===== src/rtl/ifetch_pkg.sv =====
// Shared types and default sizes for the instruction prefetch stage.
package ifetch_pkg;
    localparam int DEF_DATA_W = 32;
    localparam int DEF_ADDR_W = 10;
    localparam int DEF_DEPTH  = 4;

    typedef enum logic [2:0] {IDLE, REQ, GAP, FULL, DRAIN} state_t;
endpackage


===== src/rtl/instruction_prefetch_if.sv =====
// PC-stage, decoder and memory-controller signals of the prefetch stage.
// master = prefetch stage, slave = its environment.
interface instruction_prefetch_if #(
    parameter int DATA_W = ifetch_pkg::DEF_DATA_W,
    parameter int ADDR_W = ifetch_pkg::DEF_ADDR_W,
    parameter int DEPTH  = ifetch_pkg::DEF_DEPTH
) ();
    localparam int LVL_W = $clog2(DEPTH + 1);

    logic              DIR;
    logic [ADDR_W-1:0] data_in;
    logic              ack_prev;
    logic              halt;
    logic              DOR;
    logic [DATA_W-1:0] data_out;
    logic [ADDR_W-1:0] pc_out;
    logic              ack_from_next;
    logic [LVL_W-1:0]  level;
    logic              mem_en;
    logic [ADDR_W-1:0] mem_addr;
    logic [DATA_W-1:0] mem_di;
    logic [DATA_W-1:0] mem_do;
    logic              mem_do_ack;

    modport master (
        input  DIR, data_in, halt, ack_from_next, mem_do, mem_do_ack,
        output ack_prev, DOR, data_out, pc_out, level, mem_en, mem_addr, mem_di
    );
    modport slave (
        output DIR, data_in, halt, ack_from_next, mem_do, mem_do_ack,
        input  ack_prev, DOR, data_out, pc_out, level, mem_en, mem_addr, mem_di
    );
endinterface


===== src/rtl/ifetch_fifo.sv =====
// Synchronous FIFO of fetched {pc, word} entries; flush beats push/pop.
module ifetch_fifo #(
    parameter int W     = 42,
    parameter int DEPTH = 4,
    localparam int PW   = $clog2(DEPTH),
    localparam int CW   = $clog2(DEPTH + 1)
) (
    input  logic          clk,
    input  logic          reset,
    input  logic          push,
    input  logic          pop,
    input  logic          flush,
    input  logic [W-1:0]  din,
    output logic [W-1:0]  head,
    output logic [CW-1:0] count
);
    logic [DEPTH-1:0][W-1:0] mem;
    logic [PW-1:0]           rd_ptr, wr_ptr;

    always_ff @(posedge clk) begin
        if (reset) begin
            mem    <= '0;
            rd_ptr <= '0;
            wr_ptr <= '0;
            count  <= '0;
        end else if (flush) begin
            rd_ptr <= '0;
            wr_ptr <= '0;
            count  <= '0;
        end else begin
            if (push) begin
                mem[wr_ptr] <= din;
                wr_ptr      <= wr_ptr + PW'(1);
            end
            if (pop)
                rd_ptr <= rd_ptr + PW'(1);
            case ({push, pop})
                2'b10:   count <= count + CW'(1);
                2'b01:   count <= count - CW'(1);
                default: count <= count;
            endcase
        end
    end

    assign head = mem[rd_ptr];
endmodule


===== src/rtl/instruction_prefetch.sv =====
// Sequential instruction prefetcher: one outstanding read, DEPTH-entry queue to the decoder.
// Define IPREFETCH_REDIRECT_EN to accept DIR as a redirect outside IDLE (except DRAIN).
module instruction_prefetch
    import ifetch_pkg::*;
#(
    parameter int DATA_W = DEF_DATA_W,
    parameter int ADDR_W = DEF_ADDR_W,
    parameter int DEPTH  = DEF_DEPTH
) (
    input logic                    clk,
    input logic                    reset,
    instruction_prefetch_if.master bus
);
    localparam int LVL_W = $clog2(DEPTH + 1);
    localparam logic [LVL_W-1:0] LVL_FULL = LVL_W'(DEPTH);

    state_t              state;
    logic [ADDR_W-1:0]   pc, mem_addr_q;
    logic                ack_prev_q, mem_en_q, redir_pend;
    logic [LVL_W-1:0]    level_q;
    logic [ADDR_W+DATA_W-1:0] head;
    logic                dor, mem_ack, pop, push, flush, redirect;

    assign dor     = (level_q != '0);
    assign mem_ack = bus.mem_do_ack;
    assign pop     = bus.ack_from_next && dor && !bus.halt;

`ifdef IPREFETCH_REDIRECT_EN
    assign redirect = bus.DIR && !bus.halt && (state != IDLE) && (state != DRAIN);
`else
    assign redirect = 1'b0;
`endif

    assign push  = (state == REQ) && mem_ack && !bus.halt && !redirect;
    assign flush = bus.halt || redirect;

    ifetch_fifo #(.W(ADDR_W + DATA_W), .DEPTH(DEPTH)) u_fifo (
        .clk   (clk),
        .reset (reset),
        .push  (push),
        .pop   (pop),
        .flush (flush),
        .din   ({pc, bus.mem_do}),
        .head  (head),
        .count (level_q)
    );

    always_ff @(posedge clk) begin
        if (reset) begin
            state      <= IDLE;
            pc         <= '0;
            ack_prev_q <= 1'b0;
            mem_en_q   <= 1'b0;
            mem_addr_q <= '0;
            redir_pend <= 1'b0;
        end else begin
            ack_prev_q <= 1'b0;
            if (bus.halt) begin
                // An unacknowledged read must still complete; its data is dropped in DRAIN.
                if ((state == REQ || state == DRAIN) && !mem_ack) begin
                    state <= DRAIN;
                end else begin
                    state    <= IDLE;
                    mem_en_q <= 1'b0;
                end
                redir_pend <= 1'b0;
            end else if (redirect) begin
                ack_prev_q <= 1'b1;
                pc         <= bus.data_in;
                if (state == REQ && !mem_ack) begin
                    state      <= DRAIN;
                    redir_pend <= 1'b1;
                end else begin
                    state      <= REQ;
                    mem_en_q   <= 1'b1;
                    mem_addr_q <= bus.data_in;
                end
            end else begin
                case (state)
                    IDLE: if (bus.DIR) begin
                        pc         <= bus.data_in;
                        ack_prev_q <= 1'b1;
                        mem_en_q   <= 1'b1;
                        mem_addr_q <= bus.data_in;
                        state      <= REQ;
                    end
                    REQ: if (mem_ack) begin
                        pc       <= pc + ADDR_W'(1);
                        mem_en_q <= 1'b0;
                        state    <= GAP;
                    end
                    GAP: if (level_q != LVL_FULL || pop) begin
                        mem_en_q   <= 1'b1;
                        mem_addr_q <= pc;
                        state      <= REQ;
                    end else begin
                        state <= FULL;
                    end
                    FULL: if (level_q != LVL_FULL) begin
                        mem_en_q   <= 1'b1;
                        mem_addr_q <= pc;
                        state      <= REQ;
                    end
                    DRAIN: if (mem_ack) begin
                        if (redir_pend) begin
                            mem_en_q   <= 1'b1;
                            mem_addr_q <= pc;
                            state      <= REQ;
                        end else begin
                            mem_en_q <= 1'b0;
                            state    <= IDLE;
                        end
                        redir_pend <= 1'b0;
                    end
                    default: state <= IDLE;
                endcase
            end
        end
    end

    assign bus.ack_prev = ack_prev_q;
    assign bus.mem_en   = mem_en_q;
    assign bus.mem_addr = mem_addr_q;
    assign bus.mem_di   = '0;
    assign bus.level    = level_q;
    assign bus.DOR      = dor;
    assign bus.data_out = head[DATA_W-1:0];
    assign bus.pc_out   = head[DATA_W +: ADDR_W];
endmodule


===== src/flat_wrapper.sv =====
// flat-port wrapper written by rule: the top's interface ports become plain ports
module instruction_prefetch_flat import ifetch_pkg::*;
#(
    parameter int DATA_W = DEF_DATA_W,
    parameter int ADDR_W = DEF_ADDR_W,
    parameter int DEPTH  = DEF_DEPTH
)
  (clk, reset, bus_DIR, bus_data_in, bus_halt, bus_ack_from_next, bus_mem_do, bus_mem_do_ack, bus_ack_prev, bus_DOR, bus_data_out, bus_pc_out, bus_level, bus_mem_en, bus_mem_addr, bus_mem_di);
  instruction_prefetch_if #(.DATA_W(DATA_W), .ADDR_W(ADDR_W), .DEPTH(DEPTH)) bus_i ();
  input logic clk;
  input logic reset;
  input wire logic [$bits(bus_i.DIR)-1:0] bus_DIR;
  input wire logic [$bits(bus_i.data_in)-1:0] bus_data_in;
  input wire logic [$bits(bus_i.halt)-1:0] bus_halt;
  input wire logic [$bits(bus_i.ack_from_next)-1:0] bus_ack_from_next;
  input wire logic [$bits(bus_i.mem_do)-1:0] bus_mem_do;
  input wire logic [$bits(bus_i.mem_do_ack)-1:0] bus_mem_do_ack;
  output wire logic [$bits(bus_i.ack_prev)-1:0] bus_ack_prev;
  output wire logic [$bits(bus_i.DOR)-1:0] bus_DOR;
  output wire logic [$bits(bus_i.data_out)-1:0] bus_data_out;
  output wire logic [$bits(bus_i.pc_out)-1:0] bus_pc_out;
  output wire logic [$bits(bus_i.level)-1:0] bus_level;
  output wire logic [$bits(bus_i.mem_en)-1:0] bus_mem_en;
  output wire logic [$bits(bus_i.mem_addr)-1:0] bus_mem_addr;
  output wire logic [$bits(bus_i.mem_di)-1:0] bus_mem_di;
  assign bus_i.DIR = bus_DIR;
  assign bus_i.data_in = bus_data_in;
  assign bus_i.halt = bus_halt;
  assign bus_i.ack_from_next = bus_ack_from_next;
  assign bus_i.mem_do = bus_mem_do;
  assign bus_i.mem_do_ack = bus_mem_do_ack;
  assign bus_ack_prev = bus_i.ack_prev;
  assign bus_DOR = bus_i.DOR;
  assign bus_data_out = bus_i.data_out;
  assign bus_pc_out = bus_i.pc_out;
  assign bus_level = bus_i.level;
  assign bus_mem_en = bus_i.mem_en;
  assign bus_mem_addr = bus_i.mem_addr;
  assign bus_mem_di = bus_i.mem_di;
  instruction_prefetch #(.DATA_W(DATA_W), .ADDR_W(ADDR_W), .DEPTH(DEPTH)) u_core (.clk(clk), .reset(reset), .bus(bus_i));
endmodule

===== config.mk =====
export PLATFORM = sky130hd
export DESIGN_NAME = instruction_prefetch_flat
export DESIGN_NICKNAME = d
export VERILOG_FILES = /design/src/rtl/ifetch_pkg.sv /design/src/rtl/instruction_prefetch_if.sv /design/src/rtl/ifetch_fifo.sv /design/src/rtl/instruction_prefetch.sv /design/src/flat_wrapper.sv
export SDC_FILE = /design/constraint.sdc
export NUM_CORES = 1
export LEC_CHECK = 0
export CAP_MARGIN = 20
export CORE_ASPECT_RATIO = 0.5
export CORE_MARGIN = 5
export CORE_UTILIZATION = 40
export DETAILED_ROUTE_END_ITERATION = 6
export GPL_TIMING_DRIVEN = 0
export PLACE_DENSITY_LB_ADDON = 0.1
export SETUP_SLACK_MARGIN = 0.02
export SLEW_MARGIN = 20
export SYNTH_ARGS = -nofsm -noshare
export SYNTH_HDL_FRONTEND = slang
export SYNTH_SLANG_ARGS = --single-unit

===== constraint.sdc =====
create_clock -name clk -period 2.94 [get_ports clk]
set_input_delay 0.735 -clock clk [delete_from_list [all_inputs] [get_ports clk]]
set_output_delay 0.735 -clock clk [all_outputs]
set_load 0.02 [all_outputs]

==> After elaboration in Yosys (flattened, before gate mapping) <==
Cells that the tools add are included.
{ "word_totals": {"register_bits": 200, "out_inout_bits": 90, "elab_cells": 93} }
{ "classes": {"n_addsub": 5, "magnitude_cmp": 3, "n_eq_ne": 18, "mux": 28, "bitwise_logic": 3, "reduce_logical": 24} }
{ "op_table": {"columns": ["operator", "n"], "rows": [
  ["$bwmux W168", 1],
  ["$bmux W42 S2", 1],
  ["$demux W42 S2", 1],
  ["$mux W42", 2],
  ["$mux W10", 4],
  ["$pmux W10 S3", 1],
  ["$pmux W10 S2", 1],
  ["$mux W3", 6],
  ["$pmux W3 S5", 1],
  ["$reduce_and A7 Y1", 2],
  ["$ne A3 B3 Y1 const B", 4],
  ["$add A10 B1 Y10 const B", 1],
  ["$ne A2 B2 Y1 const B", 4],
  ["$reduce_and A4 Y1", 2],
  ["$mux W1", 7],
  ["$eq A3 B2 Y1 const B", 2],
  ["$logic_and A1 B1 Y1", 6],
  ["$lt A2 B3 Y1 const B", 2],
  ["$ne A3 B2 Y1 const B", 2],
  ["$pmux W3 S2", 1],
  ["$reduce_bool A6 Y1", 1],
  ["$add A2 B1 Y2 const B", 2],
  ["$ne A2 B1 Y1 const B", 2],
  ["$pmux W1 S4", 1],
  ["18 further kinds", 24]
]} }

==> Logic depth before layout (Yosys ltp) <==
{ "depth": {"depth_word": 7, "depth_mapped": 9} }

==> Cells and area by module <==
A second synthesis with hierarchy kept.
{ "hier_totals": {"hier_cells": 1037, "area_unflattened_um2": 9451.6} }
{ "modules_own_cells": {"columns": ["module", "n_inst", "cells_each", "area_each_um2", "seq_area_each_um2"], "rows": [
  ["ifetch_fifo", 1, 823, 7732.4, 3503.4],
  ["instruction_prefetch", 1, 214, 1719.1, 500.5]
]} }

==> Worst setup path before layout <==
No wires, ideal clock.
{ "synth_timing": {"path_type": "input-to-reg", "startpoint": "input port bus_halt", "endpoint": "register u_core.u_fifo.count[2]", "setup_time_ns": 0.070, "arrival_ns": 2.397, "required_ns": 2.870, "slack_ns": 0.473, "cell_stages": 9, "path_buffers": 1, "cell_sequence": "buf_2 -> nor2b_1 -> and2_1 -> ha_1 -> inv_1 -> fa_1 -> xor2_1 -> or3_1 -> a21oi_1"} }
{ "synth_between": {"elab_chain_len": 4, "word_cells_on_any_way": 8, "classes_between": "eq/ne (2); mux (1); reduce/logical (5)"} }
{ "synth_rtl": {"columns": ["item", "line", "text"], "rows": [
  ["start: declaration", "flat_wrapper.sv:14", "input wire logic [$bits(bus_i.halt)-1:0] bus_halt;"],
  ["$logic_not A1 Y1", "instruction_prefetch.sv:26, instruction_prefetch.sv:34", null],
  ["$logic_and A1 B1 Y1 (on tied branches)", "instruction_prefetch.sv:26, instruction_prefetch.sv:34", null],
  ["$eq A2 B1 Y1 or $eq A2 B2 Y1 (tied branches)", "ifetch_fifo.sv:37", "case ({push, pop})"],
  ["$pmux W3 S2 or $reduce_bool A2 Y1 (tied branches)", null, null],
  ["end signal: assignment", "ifetch_fifo.sv:38", "2'b10: count <= count + CW'(1);"],
  ["end signal: assignment", "ifetch_fifo.sv:39", "2'b01: count <= count - CW'(1);"],
  ["end signal: assignment", "ifetch_fifo.sv:40", "default: count <= count;"],
  ["end: declaration", "ifetch_fifo.sv:15", "output logic [CW-1:0] count"]
]} }
Several ways; a longest one is shown, not always the timed one.
A chain may end at the register's enable or synchronous reset.

==> Worst setup path after layout <==
{ "layout_timing": {"startpoint": "register u_core.u_fifo.rd_ptr[1]", "endpoint": "output port bus_data_out[16]"} }
{ "layout_between": {"elab_chain_len": 2} }
{ "layout_rtl": {"columns": ["item", "line", "text"], "rows": [
  ["start: declaration", "ifetch_fifo.sv:18", "logic [PW-1:0] rd_ptr, wr_ptr;"],
  ["start signal: assignment", "ifetch_fifo.sv:36", "rd_ptr <= rd_ptr + PW'(1);"],
  ["$bmux W42 S2", "ifetch_fifo.sv:45", "assign head = mem[rd_ptr];"],
  ["$mux W42 (implied by the code)", "ifetch_fifo.sv:45", null],
  ["end: declaration", "flat_wrapper.sv:20", "output wire logic [$bits(bus_i.data_out)-1:0] bus_data_out;"]
]} }
No other way between the ends. The select of a mux whose other input is x is not followed.

==> results.toml <==
[cts]
path_clk_slew_ps = 70
postCtsHoldBufs = 0
clock_latency_ps = 430
cts_sinks = 200
cts_tree = "yes"
root_buffer = "clkbuf_16"
post_cts_buffers = 0
clockBufferDepth = 2
cts_buffers = 17
cts_max_level = 4

[logic_synthesis]
synth_edf_count = 0
yosysWarnings = 0
synthCells = 1055
muxShareOfSynthArea_pct = 11.9
ys_ff_latch = 200
yosys.area.top_type = "dfxtp_1"
avgSynthCellArea_um2 = 8.45
synth_compound_area_share_pct = 14.8
yosys.area.top_type_share_pct = 44.9
synth-simple-area-share_pct = 19.2
synth_xor_area_share_pct = 0.589
ys_seq_area_share_pct = 44.9
synth_common_cells = "350 x nand2_1, 200 x dfxtp_1, 192 x a21oi_1, 56 x clkbuf_1, 42 x mux4_2"
synth_area_um2 = 8920
yosysUniqueCellTypes = 54
synth_top_family_by_area = "simple AND/OR/NAND/NOR gates"
synthArstFlopShare_pct = 0
synthTopCellsByArea = "dfxtp_1 45%, nand2_1 15%, a21oi_1 11%, mux4_2 11%, buf_4 3.0%"
yosysMostFrequentCell = "nand2_1"
synthFlopType = "dfxtp_1"
synthAdderAreaFrac_pct = 1.07

[drt]
routedWlPerCell_um = 17.3
ant_nets = 0
route.detailed.drc = 0
drt_iter0_markers = 683
num_vias = 7832
via_per_inst = 5.15
wirelength_mm = 26.4
firstDrtPassIters = 5

[power]
power.density_nw_per_um2 = 513
p_leak_nw = 3.88
peakVddDrop_mv = 0.373

[floorplan]
die_w_um = 221
die_y_um = 116
rows = 38
pin_count = 138
die_area_um2 = 25600
core-area_um2 = 21800
initial_core_util_pct = 41.0

[setup_path]
cp_max_fo = 10
critPathKind = "flip-flop to output pin"
slowest_delay_ps = 570
cp_top_family = "buffers and inverters"
rr_endpoint = "u_core.u_fifo.mem[79]"
critPathBufInv = 2
crit_path_top_delay_cell = "clkdlybuf4s50_1"
cp-start-kind = "flip-flop"
cp.arrival_ps = 2130
required_ps = 2200
reg2reg_slack_ps = 840
timing.rr.start = "u_core.state[0]"
path_cells = "buf_4, mux4_2, clkdlybuf4s50_1"
endpoint_kind = "output pin"
rr_worst_depth = 6

[sta]
tightest_slew_ps = 745
final.min_clock_period_ps = 2870
setup_ws_ps = 72.7
finalSetupViolations = 0
slew_headroom_pct = 50.3
rsz0062_at_grt = "no"
drv_slew = 0
finalHoldViolCount = 0
finClkSkew_ps = 10.1
fin_crit_sh_pct = 97.5
clock.fmax_mhz = 349

[hold_path]
hold_path.class = "flip-flop to flip-flop"
hold_path_depth = 2
holdPathEnd = "u_core.u_fifo.mem[89]"
worstHoldStart = "u_core.u_fifo.mem[89]"

[global_route]
grt_max_degree = 20
grt_pass1_vias = 7674
antenna_found_initial = 0
grt_pass1_wl_mm = 41.8
grt_overflow = 0
grt_use_total_pct = 20.4

[final_layout]
fillCellCount = 2095
post-route-util_pct = 50.7
final_nets = 1262
drive_above_1_share_pct = 12.6
syn_to_final_growth_pct = 23.7

[place]
gp_congestion = 0.830
dp_hpwl_mm = 18.4
dp_slack_ps = -293
portBuffers = 104

[run]
maxCapViolCount = 0

[status]
status = "complete, no violations"
## per-layer routing
| layer | track usage (%) | vias to the layer above | wire length (um) |
|---|---|---|---|
| li1 | - | 3821 | - |
| met4 | 4.38 | 0 | 146 |
| met1 | 28.1 | 3775 | 12500 |
| met5 | 0 | - | 0 |
| met3 | 4.18 | 10 | 1460 |
| met2 | 33.7 | 226 | 12200 |
## report_power, final
group	leakage [nW]	internal [W]	switching (W)	total, W
registers	1.62	0.00274	0.0000209	0.00276
clock network	0.293	0.00124	0.00117	0.00241
logic	1.97	0.000195	0.000298	0.000493
## stage by stage
step	cell area, um^2	cells	power [W]	hold slack [ps]	TNS (ps)
finish	11000	1521	0.00566	454	0
global route	11000	1520	0.00588	471	0
detailed placement	10500	1490	0.00331	444	-9640
floorplan	9030	1086	0.00310	433	0
CTS	11000	1520	0.00571	455	0
global placement	10500	1490	0.00331	438	-9750
## flip-flops by register name, summed over array words and instances, names as in the netlist, 2 cells and up
register / count
u_core.bus.mem_addr: 10
u_core.u_fifo.mem: 168
u_core.u_fifo.wr_ptr: 2
u_core.u_fifo.rd_ptr: 2
u_core.state: 3
u_core.pc: 10
u_core.u_fifo.count: 3
## tightest hold or removal path: stages, from the launching register on
cell and delay [ps]:
dfxtp_1 310, nand2_1 50, a21oi_1 50
## layout make-up
type	count	area (um^2)	share of cell area [%]
clock inverter	14	150	1.36
multi-input combinational	753	4360	39.5
timing repair buffer	104	993	9.00
sequential	200	4010	36.3
tap	300	375	3.40
antenna	1	2.50	0.0227
clock buffer	18	439	3.98
inverter	9	33.8	0.306
buffer	122	674	6.11
## cells in the final DEF (no fill, tap or decap), types with 3 or more instances in the layout
| master | n |
|---|---|
| conb_1 | 32 |
| nand4_1 | 4 |
| nand3_1 | 10 |
| nor2_1 | 15 |
| xnor2_1 | 3 |
| mux2i_1 | 10 |
| buf_4 | 37 |
| xor2_1 | 3 |
| o21ai_0 | 14 |
| inv_8 | 6 |
| clkbuf_1 | 50 |
| inv_1 | 9 |
| inv_6 | 4 |
| nand2b_1 | 4 |
| nand2_1 | 350 |
| dfxtp_1 | 198 |
| nor3_1 | 6 |
| a21oi_1 | 192 |
| clkdlybuf4s50_1 | 66 |
| nor3b_1 | 3 |
| and2_1 | 4 |
| and3_1 | 5 |
| nor2b_1 | 4 |
| clkbuf_16 | 17 |
| buf_6 | 3 |
| buf_2 | 28 |
| a311oi_1 | 13 |
| mux4_2 | 42 |
| ha_1 | 6 |
| dlygate4sd2_1 | 38 |
## cells by family after synthesis
kind of cell    after synthesis
compound gates              238
simple gates                417
buf+inv                     133
xor+xnor                      6
mux                          53
fa+ha+maj                     7
flops                       200
other cells                   1
## worst max path at each step
stage                             from                endpoint  slack (ps)  depth (start not counted)
2_1_floorplan                 bus_halt  u_core.u_fifo.count[2]         470                          9
3_3_place_gp   u_core.u_fifo.rd_ptr[0]         bus_data_out[6]        -300                          4
3_5_place_dp   u_core.u_fifo.rd_ptr[0]         bus_data_out[6]        -290                          4
4_1_cts        u_core.u_fifo.rd_ptr[1]        bus_data_out[16]          50                          3
5_1_grt        u_core.u_fifo.rd_ptr[1]        bus_data_out[16]          50                          3
6_report       u_core.u_fifo.rd_ptr[1]        bus_data_out[16]          70                          3
## repair_timing
action | in CTS | in global routing
gates resized for setup | 57 | 1
pin swaps | 0 | 0
endpoints found under the setup margin | 42 | 1
Note: power is estimated with default switching activity, not from simulation.
